--- src/rtl/mips_pkg.sv ---
// Shared MIPS definitions: multiplier sequencer state encoding, iteration
// constants and the two's-complement magnitude helper.
package mips_pkg;

    typedef enum logic [1:0] {
        MS_IDLE = 2'd0,
        MS_MUL  = 2'd1,
        MS_NEG  = 2'd2,
        MS_DONE = 2'd3
    } ms_state_e;

    localparam int MULT_ITER  = 32;
    localparam int MULT_CNT_W = 5;

    // 0x80000000 maps to itself, which reads correctly as unsigned 2^31.
    function automatic logic [31:0] mag32(input logic [31:0] x);
        return x[31] ? (~x + 32'd1) : x;
    endfunction

endpackage

--- src/rtl/mult_sequencer_if.sv ---
// Request/result bundle between the pipeline and the multi-cycle multiplier.
interface mult_sequencer_if;
    logic        start;
    logic        is_signed;
    logic [31:0] op_a;
    logic [31:0] op_b;
    logic        flush;
    logic        busy;
    logic        done;
    logic [31:0] hi;
    logic [31:0] lo;

    modport master (
        output start, is_signed, op_a, op_b, flush,
        input  busy, done, hi, lo
    );

    modport slave (
        input  start, is_signed, op_a, op_b, flush,
        output busy, done, hi, lo
    );
endinterface

--- src/rtl/carry_select_adder_32bit.sv ---
// 32-bit carry-select adder built from eight 4-bit blocks, each block
// precomputing both carry-in outcomes and picking one off the carry chain.
module carry_select_adder_32bit (
    input  logic [31:0] a,
    input  logic [31:0] b,
    input  logic        cin,
    output logic [31:0] sum,
    output logic        c_out
);
    logic [8:0] carry;

    assign carry[0] = cin;

    generate
        for (genvar gi = 0; gi < 8; gi++) begin : g_blk
            logic [4:0] sum0;
            logic [4:0] sum1;
            assign sum0 = {1'b0, a[gi*4 +: 4]} + {1'b0, b[gi*4 +: 4]};
            assign sum1 = sum0 + 5'd1;
            assign sum[gi*4 +: 4] = carry[gi] ? sum1[3:0] : sum0[3:0];
            assign carry[gi+1]    = carry[gi] ? sum1[4]   : sum0[4];
        end
    endgenerate

    assign c_out = carry[8];
endmodule

--- src/rtl/mult_sequencer.sv ---
// Radix-2 shift-add 32x32->64 multiplier for MULT/MULTU. Signed operands are
// multiplied as magnitudes and the product is negated in a final step.
module mult_sequencer
    import mips_pkg::*;
#(
    parameter int WIDTH     = 32,
    parameter bit SIGNED_EN = 1'b1
) (
    input  logic             clk,
    input  logic             rst_n,
    mult_sequencer_if.slave  bus
);
    ms_state_e              state_reg, state_next;
    logic [MULT_CNT_W-1:0]  count_reg;
    logic [WIDTH-1:0]       mcand_reg, mult_reg, acc_hi_reg;
    logic [WIDTH-1:0]       hi_reg, lo_reg;
    logic                   neg_reg;

    logic                   accept, last_iter, signed_op;
    logic [31:0]            add_b, add_sum;
    logic                   add_cout;
    logic [2*WIDTH-1:0]     mul_prod, neg_prod;

    assign accept    = (state_reg == MS_IDLE) && bus.start && !bus.flush;
    assign last_iter = (count_reg == MULT_CNT_W'(MULT_ITER - 1));
    assign signed_op = bus.is_signed & SIGNED_EN;

    assign add_b = mult_reg[0] ? mcand_reg : '0;

    carry_select_adder_32bit u_adder (
        .a     (acc_hi_reg),
        .b     (add_b),
        .cin   (1'b0),
        .sum   (add_sum),
        .c_out (add_cout)
    );

    // {c_out, sum, mult} >> 1, keeping the adder carry as the new MSB.
    assign mul_prod = {add_cout, add_sum, mult_reg[WIDTH-1:1]};
    assign neg_prod = ~{acc_hi_reg, mult_reg} + (2*WIDTH)'(1);

    always_ff @(posedge clk or negedge rst_n) begin
        if (!rst_n) state_reg <= MS_IDLE;
        else        state_reg <= state_next;
    end

    always_comb begin
        state_next = state_reg;
        case (state_reg)
            MS_IDLE: if (accept) state_next = MS_MUL;
            MS_MUL: begin
                if (bus.flush)     state_next = MS_IDLE;
                else if (last_iter) state_next = neg_reg ? MS_NEG : MS_DONE;
            end
            MS_NEG:  state_next = bus.flush ? MS_IDLE : MS_DONE;
            MS_DONE: state_next = MS_IDLE;
            default: state_next = MS_IDLE;
        endcase
    end

    always_comb begin
        bus.busy = (state_reg != MS_IDLE);
        bus.done = (state_reg == MS_DONE);
        bus.hi   = hi_reg;
        bus.lo   = lo_reg;
    end

    always_ff @(posedge clk or negedge rst_n) begin
        if (!rst_n) begin
            count_reg  <= '0;
            mcand_reg  <= '0;
            mult_reg   <= '0;
            acc_hi_reg <= '0;
            neg_reg    <= 1'b0;
        end else begin
            case (state_reg)
                MS_IDLE: if (accept) begin
                    // A zero operand gives a zero product, never a negated one.
                    neg_reg    <= signed_op & (bus.op_a[31] ^ bus.op_b[31])
                                  & (|bus.op_a) & (|bus.op_b);
                    mcand_reg  <= signed_op ? mag32(bus.op_a) : bus.op_a;
                    mult_reg   <= signed_op ? mag32(bus.op_b) : bus.op_b;
                    acc_hi_reg <= '0;
                    count_reg  <= '0;
                end
                MS_MUL: begin
                    {acc_hi_reg, mult_reg} <= mul_prod;
                    count_reg              <= count_reg + 1'b1;
                end
                MS_NEG:  {acc_hi_reg, mult_reg} <= neg_prod;
                default: ;
            endcase
        end
    end

    // Results are committed on the edge that enters DONE, from whichever
    // value the accumulator is being loaded with on that same edge.
    always_ff @(posedge clk or negedge rst_n) begin
        if (!rst_n) begin
            hi_reg <= '0;
            lo_reg <= '0;
        end else if (state_next == MS_DONE && state_reg != MS_DONE) begin
            if (state_reg == MS_NEG) {hi_reg, lo_reg} <= neg_prod;
            else                     {hi_reg, lo_reg} <= mul_prod;
        end
    end
endmodule

--- src/flat_wrapper.sv ---
// flat-port wrapper written by rule: the top's interface ports become plain ports
module mult_sequencer_flat import mips_pkg::*;
#(
    parameter int WIDTH     = 32,
    parameter bit SIGNED_EN = 1'b1
)
  (clk, rst_n, bus_start, bus_is_signed, bus_op_a, bus_op_b, bus_flush, bus_busy, bus_done, bus_hi, bus_lo);
  mult_sequencer_if bus_i ();
  input  logic clk;
  input  logic rst_n;
  input wire logic [$bits(bus_i.start)-1:0] bus_start;
  input wire logic [$bits(bus_i.is_signed)-1:0] bus_is_signed;
  input wire logic [$bits(bus_i.op_a)-1:0] bus_op_a;
  input wire logic [$bits(bus_i.op_b)-1:0] bus_op_b;
  input wire logic [$bits(bus_i.flush)-1:0] bus_flush;
  output wire logic [$bits(bus_i.busy)-1:0] bus_busy;
  output wire logic [$bits(bus_i.done)-1:0] bus_done;
  output wire logic [$bits(bus_i.hi)-1:0] bus_hi;
  output wire logic [$bits(bus_i.lo)-1:0] bus_lo;
  assign bus_i.start = bus_start;
  assign bus_i.is_signed = bus_is_signed;
  assign bus_i.op_a = bus_op_a;
  assign bus_i.op_b = bus_op_b;
  assign bus_i.flush = bus_flush;
  assign bus_busy = bus_i.busy;
  assign bus_done = bus_i.done;
  assign bus_hi = bus_i.hi;
  assign bus_lo = bus_i.lo;
  mult_sequencer #(.WIDTH(WIDTH), .SIGNED_EN(SIGNED_EN)) u_core (.clk(clk), .rst_n(rst_n), .bus(bus_i));
endmodule
--- config.mk ---
export PLATFORM = sky130hd
export DESIGN_NAME = mult_sequencer_flat
export DESIGN_NICKNAME = d
export VERILOG_FILES = /design/src/rtl/mips_pkg.sv /design/src/rtl/mult_sequencer_if.sv /design/src/rtl/carry_select_adder_32bit.sv /design/src/rtl/mult_sequencer.sv /design/src/flat_wrapper.sv
export SDC_FILE = /design/constraint.sdc
export NUM_CORES = 1
export LEC_CHECK = 0
export BUFFER_PORTS_ARGS = -buffer_cell sky130_fd_sc_hd__buf_2
export CAP_MARGIN = 10
export CORE_MARGIN = 2
export CORE_UTILIZATION = 25
export CTS_BUF_LIST = sky130_fd_sc_hd__clkbuf_4 sky130_fd_sc_hd__clkbuf_8 sky130_fd_sc_hd__clkbuf_16
export DETAILED_ROUTE_END_ITERATION = 10
export PLACE_DENSITY_LB_ADDON = 0.15
export REMOVE_ABC_BUFFERS = 1
export SYNTH_ARGS = -nofsm -noshare
export SYNTH_HDL_FRONTEND = slang
export SYNTH_SLANG_ARGS = --single-unit
export TNS_END_PERCENT = 10
--- constraint.sdc ---
create_clock -name clk -period 4.6 [get_ports clk]
set_input_delay 0.69 -clock clk [delete_from_list [all_inputs] [get_ports clk]]
set_output_delay 0.69 -clock clk [all_outputs]
set_load 0.01 [all_outputs]
* Yosys cells after proc, flatten, opt, wreduce, memory -nomap -nowiden
Cells that the tools add are included.
** Operators by class
- $add $sub $neg :: 19
- Equality and inequality tests :: 7
- Muxes and demuxes :: 33
- Bitwise operators :: 7
- Reduce and logical (&&, ||, !) cells :: 13
** Operator list (number)
- $mux W32 :: 9
- $pmux W32 S3 :: 2
- $add A32 B1 Y32 const B :: 2
- $add A64 B1 Y64 const B :: 1
- $not A32 Y32 :: 2
- $not A64 Y64 :: 1
- $reduce_or A32 Y1 :: 2
- $add A4 B4 Y5 :: 8
- $add A5 B1 Y5 const B :: 8
- $mux W4 :: 7
- $pmux W5 S2 :: 1
- $mux W1 :: 8
- $mux W2 :: 4
- $pmux W2 S4 :: 1
- $eq A2 B2 Y1 const B :: 3
- $reduce_and A2 Y1 :: 3
- $eq A5 B5 Y1 const B :: 1
- $mux W5 :: 1
- $reduce_bool A2 Y1 :: 2
- $and A1 B1 Y1 :: 3
- $logic_and A1 B1 Y1 :: 3
- $reduce_bool A3 Y1 :: 1
- $eq A2 B1 Y1 const B :: 1
- $logic_not A2 Y1 :: 1
- other kinds (4) :: 4
** Word-level totals
- Flip-flop bits (word level) :: 168
- Bits of input ports :: 69
- Output and inout bits :: 66
- Logic and storage cells :: 87

* Longest topological paths before layout
- Depth in word-level cells :: 11
- Gate-level depth with buffers :: 17
- Mapped depth without buffers :: 15

* Hierarchy
Synthesis repeated with hierarchy kept, for this count alone.
** Second synthesis, totals
- Cells, all modules :: 1566
- Area total of the unflattened synthesis :: 13108.8 um^2
** By module, submodules not included
- mult_sequencer :: times used 1, cells an instance 1351, area each 11219.5 um^2, seq. area each 4204.0 um^2
- carry_select_adder_32bit :: times used 1, cells an instance 215, area each 1889.3 um^2, seq. area each 0.0 um^2

* Least setup slack after synthesis
Ideal clock, no wire load.
- Kind :: register to register
- From :: register u_core.mult_reg[0]
- To :: register u_core.acc_hi_reg[27]
- Library setup time :: 0.123 ns
- Data arrival time :: 4.554 ns
- Data required time :: 4.477 ns
- Setup slack :: -0.076 ns
- Cell stages (with the launch flop) :: 17
- Path buffers :: 2
- Period minus slack after synthesis :: 4.676 ns
- Cells stage by stage :: dfrtp_1 -> clkbuf_1 -> clkbuf_1 -> and2_1 -> ha_1 -> fa_1 -> ha_1 -> nand2_2 -> a2111oi_4 -> mux2i_1 -> mux2i_1 -> mux2i_1 -> mux2i_1 -> mux2i_2 -> xnor3_1 -> a221oi_2 -> nor2_1
** Between the ends
- Longest elaborated chain between the ends :: 11
- Elaborated cells between the ends (all ways) :: 26
- Classes of those cells :: add/sub (16); mux (9); bitwise (1)
** RTL lines
- from (decl) :: line mult_sequencer.sv:15 : logic [WIDTH-1:0] mcand_reg, mult_reg, acc_hi_reg;
- from (signal assigned) :: line mult_sequencer.sv:82 : mult_reg <= signed_op ? mag32(bus.op_b) : bus.op_b;
- from (signal assigned) :: line mult_sequencer.sv:87 : {acc_hi_reg, mult_reg} <= mul_prod;
- from (signal assigned) :: line mult_sequencer.sv:90 : MS_NEG: {acc_hi_reg, mult_reg} <= neg_prod;
- $mux W32 :: line mult_sequencer.sv:28 : assign add_b = mult_reg[0] ? mcand_reg : '0;
- $add A4 B4 Y5 :: line carry_select_adder_32bit.sv:18 : assign sum0 = {1'b0, a[gi*4 +: 4]} + {1'b0, b[gi*4 +: 4]};
- $add A5 B1 Y5 :: line carry_select_adder_32bit.sv:19 : assign sum1 = sum0 + 5'd1;
- $mux W1 (6 in series) :: line carry_select_adder_32bit.sv:21 : assign carry[gi+1] = carry[gi] ? sum1[4] : sum0[4];
- $mux W4 :: line carry_select_adder_32bit.sv:20 : assign sum[gi*4 +: 4] = carry[gi] ? sum1[3:0] : sum0[3:0];
- $pmux W32 S3 * :: line mult_sequencer.sv:76 : case (state_reg)
- to (signal assigned) :: line mult_sequencer.sv:87
- to (signal assigned) :: line mult_sequencer.sv:90
- to (decl) :: line mult_sequencer.sv:15
Mark *: on every way between the ends. The rest lies on a longest branch, timed or not.
A chain may end at the register's enable or synchronous reset.

* Final worst setup path
- From :: register u_core.mult_reg[0]
- To :: register u_core.hi_reg[31], in the netlist u_core.bus.hi[31]
** Between the ends
- Longest elaborated chain between the ends :: 11
- Elaborated cells between the ends (all ways) :: 26
- Classes of those cells :: add/sub (16); mux (9); bitwise (1)
** RTL lines
- $mux W32 :: line mult_sequencer.sv:28
- $add A4 B4 Y5 :: line carry_select_adder_32bit.sv:18
- $add A5 B1 Y5 :: line carry_select_adder_32bit.sv:19
- $mux W1 (7 in series) :: line carry_select_adder_32bit.sv:21
- $mux W32 * :: line mult_sequencer.sv:103 : if (state_reg == MS_NEG) {hi_reg, lo_reg} <= neg_prod;
- to (signal assigned) :: line mult_sequencer.sv:103
- to (signal assigned) :: line mult_sequencer.sv:104 : else {hi_reg, lo_reg} <= mul_prod;
- to (decl) :: line mult_sequencer.sv:16 : logic [WIDTH-1:0] hi_reg, lo_reg;
Marked as above.

==> tab_implementation.tex <==
\begin{tabular}{lr}
\hline
Metric & Value \\
\hline
\multicolumn{2}{l}{\textbf{GRT}} \\
Met3 Resource Use GR & between 2 and 2.5\% \\
GR met1 Demand/Resource & between 20\% and 30\% \\
Initial antenna violation count & 1 \\
Met2 Resource Use GR & 27.0\% \\
Aggregate global routing overflow & 0 \\
Wire length of the first global-routing pass & 65200 um \\
Largest net degree at the start of global routing & 97 \\
GR Util All Layers & 17.0\% \\
Vias in the first global route & roughly 11000 \\
Most heavily used metal layer in global routing & met2 \\
\multicolumn{2}{l}{\textbf{STA}} \\
Number of failing setup endpoints in the final timing report & 0 \\
Slew Limit Fails & 0 \\
Fraction of the cycle the final worst path needs & between 90\% and 100\% \\
Maximum clock frequency & 230 MHz \\
Worst-case clock skew & between 10 and 15 ps \\
Final min period & 4350 ps \\
Sum of negative setup slack & 0 ps \\
Measured slew at the worst slew-check pin & roughly 1100 ps \\
Slew margin rel. & about 29\% \\
Number of endpoints with negative hold slack in the final report & 0 \\
\multicolumn{2}{l}{\textbf{Placed design}} \\
Global placer's final weighted congestion & between 0.8 and 0.9 \\
Number of port buffers & 134 \\
Post-DP HPWL & approximately 29000 um \\
\multicolumn{2}{l}{\textbf{Routing}} \\
Count of antenna-violating nets left after detailed routing & 0 \\
Via count & about 11000 \\
Ratio of routed vias to standard cells & approximately 5 \\
Wire length reported by the detailed router & roughly 41000 um \\
Average wire length per cell after detail routing & $\sim$19 um \\
TritonRoute pass-1 iters & 4 \\
Violation count after the first detailed-routing iteration & between 500 and 600 \\
Post-route DRC violation count & 0 \\
\multicolumn{2}{l}{\textbf{Synthesis}} \\
Count of cell types in the netlist & 75 \\
FF+latch count, synth & approximately 170 \\
Proportion of netlist area held by the largest area contributor & between 30\% and 40\% \\
Top-count cell post-synth & sky130\_fd\_sc\_hd\_\_nand2\_1 \\
Cell area after technology mapping & roughly 12000 um\^{}2 \\
Cell taking the most area after synthesis & sky130\_fd\_sc\_hd\_\_dfrtp\_1 \\
Main flop type after synthesis & sky130\_fd\_sc\_hd\_\_dfrtp\_1 \\
Number of enable flip-flop cells after synthesis & 0 \\
Yosys warning count & 0 \\
Syn\_area\_per\_cell & $\sim$8.4 um\^{}2 \\
Async S/R FF share, synth & 100\% \\
Dominant cells by area after synthesis & sky130\_fd\_sc\_hd\_\_dfrtp\_1 35\%, sky130\_fd\_sc\_hd\_\_xnor2\_1 7.2\%, sky130\_fd\_sc\_hd\_\_nand2\_1 6.1\% \\
Synth top cells by count & 194 x sky130\_fd\_sc\_hd\_\_nand2\_1, 168 x sky130\_fd\_sc\_hd\_\_dfrtp\_1, 130 x sky130\_fd\_sc\_hd\_\_o21ai\_0 \\
Seq/Total Area, Yosys & between 30\% and 40\% \\
Mapped Cells & $\sim$1400 \\
\multicolumn{2}{l}{\textbf{Worst setup path}} \\
Data arrival time of the critical path & 4750 ps \\
WP data required & around 5000 ps \\
Crit. End Element & flop \\
CP cell instances & buf\_6, and2\_1, ha\_2, a21oi\_1, and3\_1, a2111oi\_4, mux2i\_2, mux2i\_2, mux2i\_1, buf\_4, mux2i\_4, mux2i\_2, buf\_6, mux2i\_4, mux2\_2, nand3\_1 \\
Worst-path cell with the longest stage delay & sky130\_fd\_sc\_hd\_\_dfrtp\_2 \\
Critical path's most frequent cell & sky130\_fd\_sc\_hd\_\_mux2i\_2 \\
Kind of critical path & reg -> reg \\
Largest fanout on the critical path & 21 \\
Nature of the critical path startpoint & flop \\
Largest stage delay on the critical path & roughly 450 ps \\
\multicolumn{2}{l}{\textbf{Power}} \\
Cell area power density & 475 nW/um\^{}2 \\
Leakage power & between 6 and 7 nW \\
Maximum resistive drop on vdd & about 0.00030 V \\
\multicolumn{2}{l}{\textbf{Min path}} \\
Tightest Hold Check Type & in -> async \\
\multicolumn{2}{l}{\textbf{Floorplanning}} \\
Die Footprint & $\sim$50000 um\^{}2 \\
Y dimension of the die & about 220 um \\
Boundary pin count & approximately 140 \\
Site row count & 80 \\
Area inside the core boundary & 47500 um\^{}2 \\
Initial standard-cell utilization of the core & between 20\% and 30\% \\
Die Width & approximately 220 um \\
\multicolumn{2}{l}{\textbf{CTS}} \\
CTS tree & yes \\
Bufs on Longest Clock Path & 2 \\
Number of CTS-inserted buffers & 17 \\
Number of levels the H-tree was split into & 4 \\
CTS clk-pin slew, worst paths & about 70 ps \\
Count of clock tree sinks & between 150 and 200 \\
Later-pin clock latency in the skew report & 470 ps \\
Root Buffer Master & sky130\_fd\_sc\_hd\_\_clkbuf\_16 \\
\multicolumn{2}{l}{\textbf{Cells and area}} \\
Diode count & 0 \\
Area overhead of the layout relative to synthesis & 17.9\% \\
Util after Layout & between 20 and 30\% \\
NumNets Final & around 1700 \\
Share of cells above drive strength 1 & roughly 16\% \\
\multicolumn{2}{l}{\textbf{Status}} \\
Outcome & complete, no violations \\
\multicolumn{2}{l}{\textbf{Job}} \\
Max-cap violations & 0 \\
\hline
\end{tabular}
-- where the power goes --
| part | internal [mW] | total [mW] | switching (mW) |
|---|---|---|---|
| combinational | 1.08 | 2.69 | 1.61 |
| clock | 0.828 | 1.54 | 0.712 |
| sequential | 1.99 | 2.50 | 0.511 |
-- worst max-delay path, delay by kind of cell (launching register included) --
kind | cells | cell delay, ps
buf+inv | 3 | 500
mux | 7 | 2010
flops | 1 | 450
compound gates | 2 | 500
simple gates | 3 | 450
fa+ha+maj | 1 | 370
-- layout by cell type (no fill, tap or decap), drive strengths merged, types with 11 or more instances in the layout --
cell / count
inv: 37
dfrtp: 168
o22ai: 22
a22o: 11
nand2: 195
nor2: 114
xnor2: 99
clkbuf: 18
mux2i: 41
ha: 49
nand3: 28
or4: 15
a21oi: 98
nor3: 42
buf: 177
or3: 21
nor2b: 11
and2: 36
nor4: 17
o21ai: 132
a31oi: 20
a21o: 17
xor2: 47
-- logic make-up (layout without fill, tap and decap cells) --
group	after synthesis	in the layout	share of synthesized area, %
AO/OA/AOI/OAI	379	379	19.4
XOR/XNOR	147	147	10.9
adder cells (fa/ha/maj)	57	57	6.44
buffers and inverters	113	238	3.62
flip-flops	168	168	35.0
multiplexers	45	45	3.82
AND/OR/NAND/NOR	518	518	20.8
-- layer usage --
layer,wire length [um],part of all wire (%)
met1,20300,49
met2,18900,46
met3,1500,3.6
met4,690,1.7
met5,10,0.024
-- timing repair --
item,CTS,global route
setup endpoints to repair,2,14
pin swaps,0,1
hold buffers,0,0
buffers inserted,0,1
gates resized for setup,4,8
-- final cells by class --
| class | instances | area [um^2] |
|---|---|---|
| clock buffers | 18 | 439 |
| clock inverters | 14 | 159 |
| fillers | 5103 | 33400 |
| inverters | 29 | 109 |
| multi-input cells | 1146 | 7460 |
| flip-flops and latches | 168 | 4210 |
| well taps | 615 | 769 |
| repair buffers | 177 | 1020 |
-- path summary, 6_finish.rpt --
check                                     start  slack [ps]  cells after the start                   end
min in group clk           u_core.mcand_reg[31]         460                      2  u_core.mcand_reg[31]
setup / recovery             u_core.mult_reg[0]         250                     16     u_core.bus.hi[31]
max in group asynchronous                 rst_n        3260                      2   u_core.count_reg[2]
hold / removal                            rst_n         360                      1      u_core.bus.hi[2]
hold reg to reg            u_core.mcand_reg[31]         460                      2  u_core.mcand_reg[31]
setup reg to reg             u_core.mult_reg[0]         250                     16     u_core.bus.hi[31]
-- through the flow --
step | instances | total power, mW | hold slack [ps] | cell area (um^2) | setup slack, ps
2_1_floorplan | 1343 | 4.11 | 394 | 11700 | -2520
3_3_place_gp | 2134 | 5.22 | 450 | 13500 | 26.7
3_5_place_dp | 2134 | 5.25 | 450 | 13500 | -35.8
4_1_cts | 2166 | 6.83 | 403 | 14100 | 26.6
5_1_grt | 2167 | 7.26 | 434 | 14200 | -5.02
6_report | 2167 | 6.73 | 361 | 14200 | 250
Power figures use the tool's default switching activity.
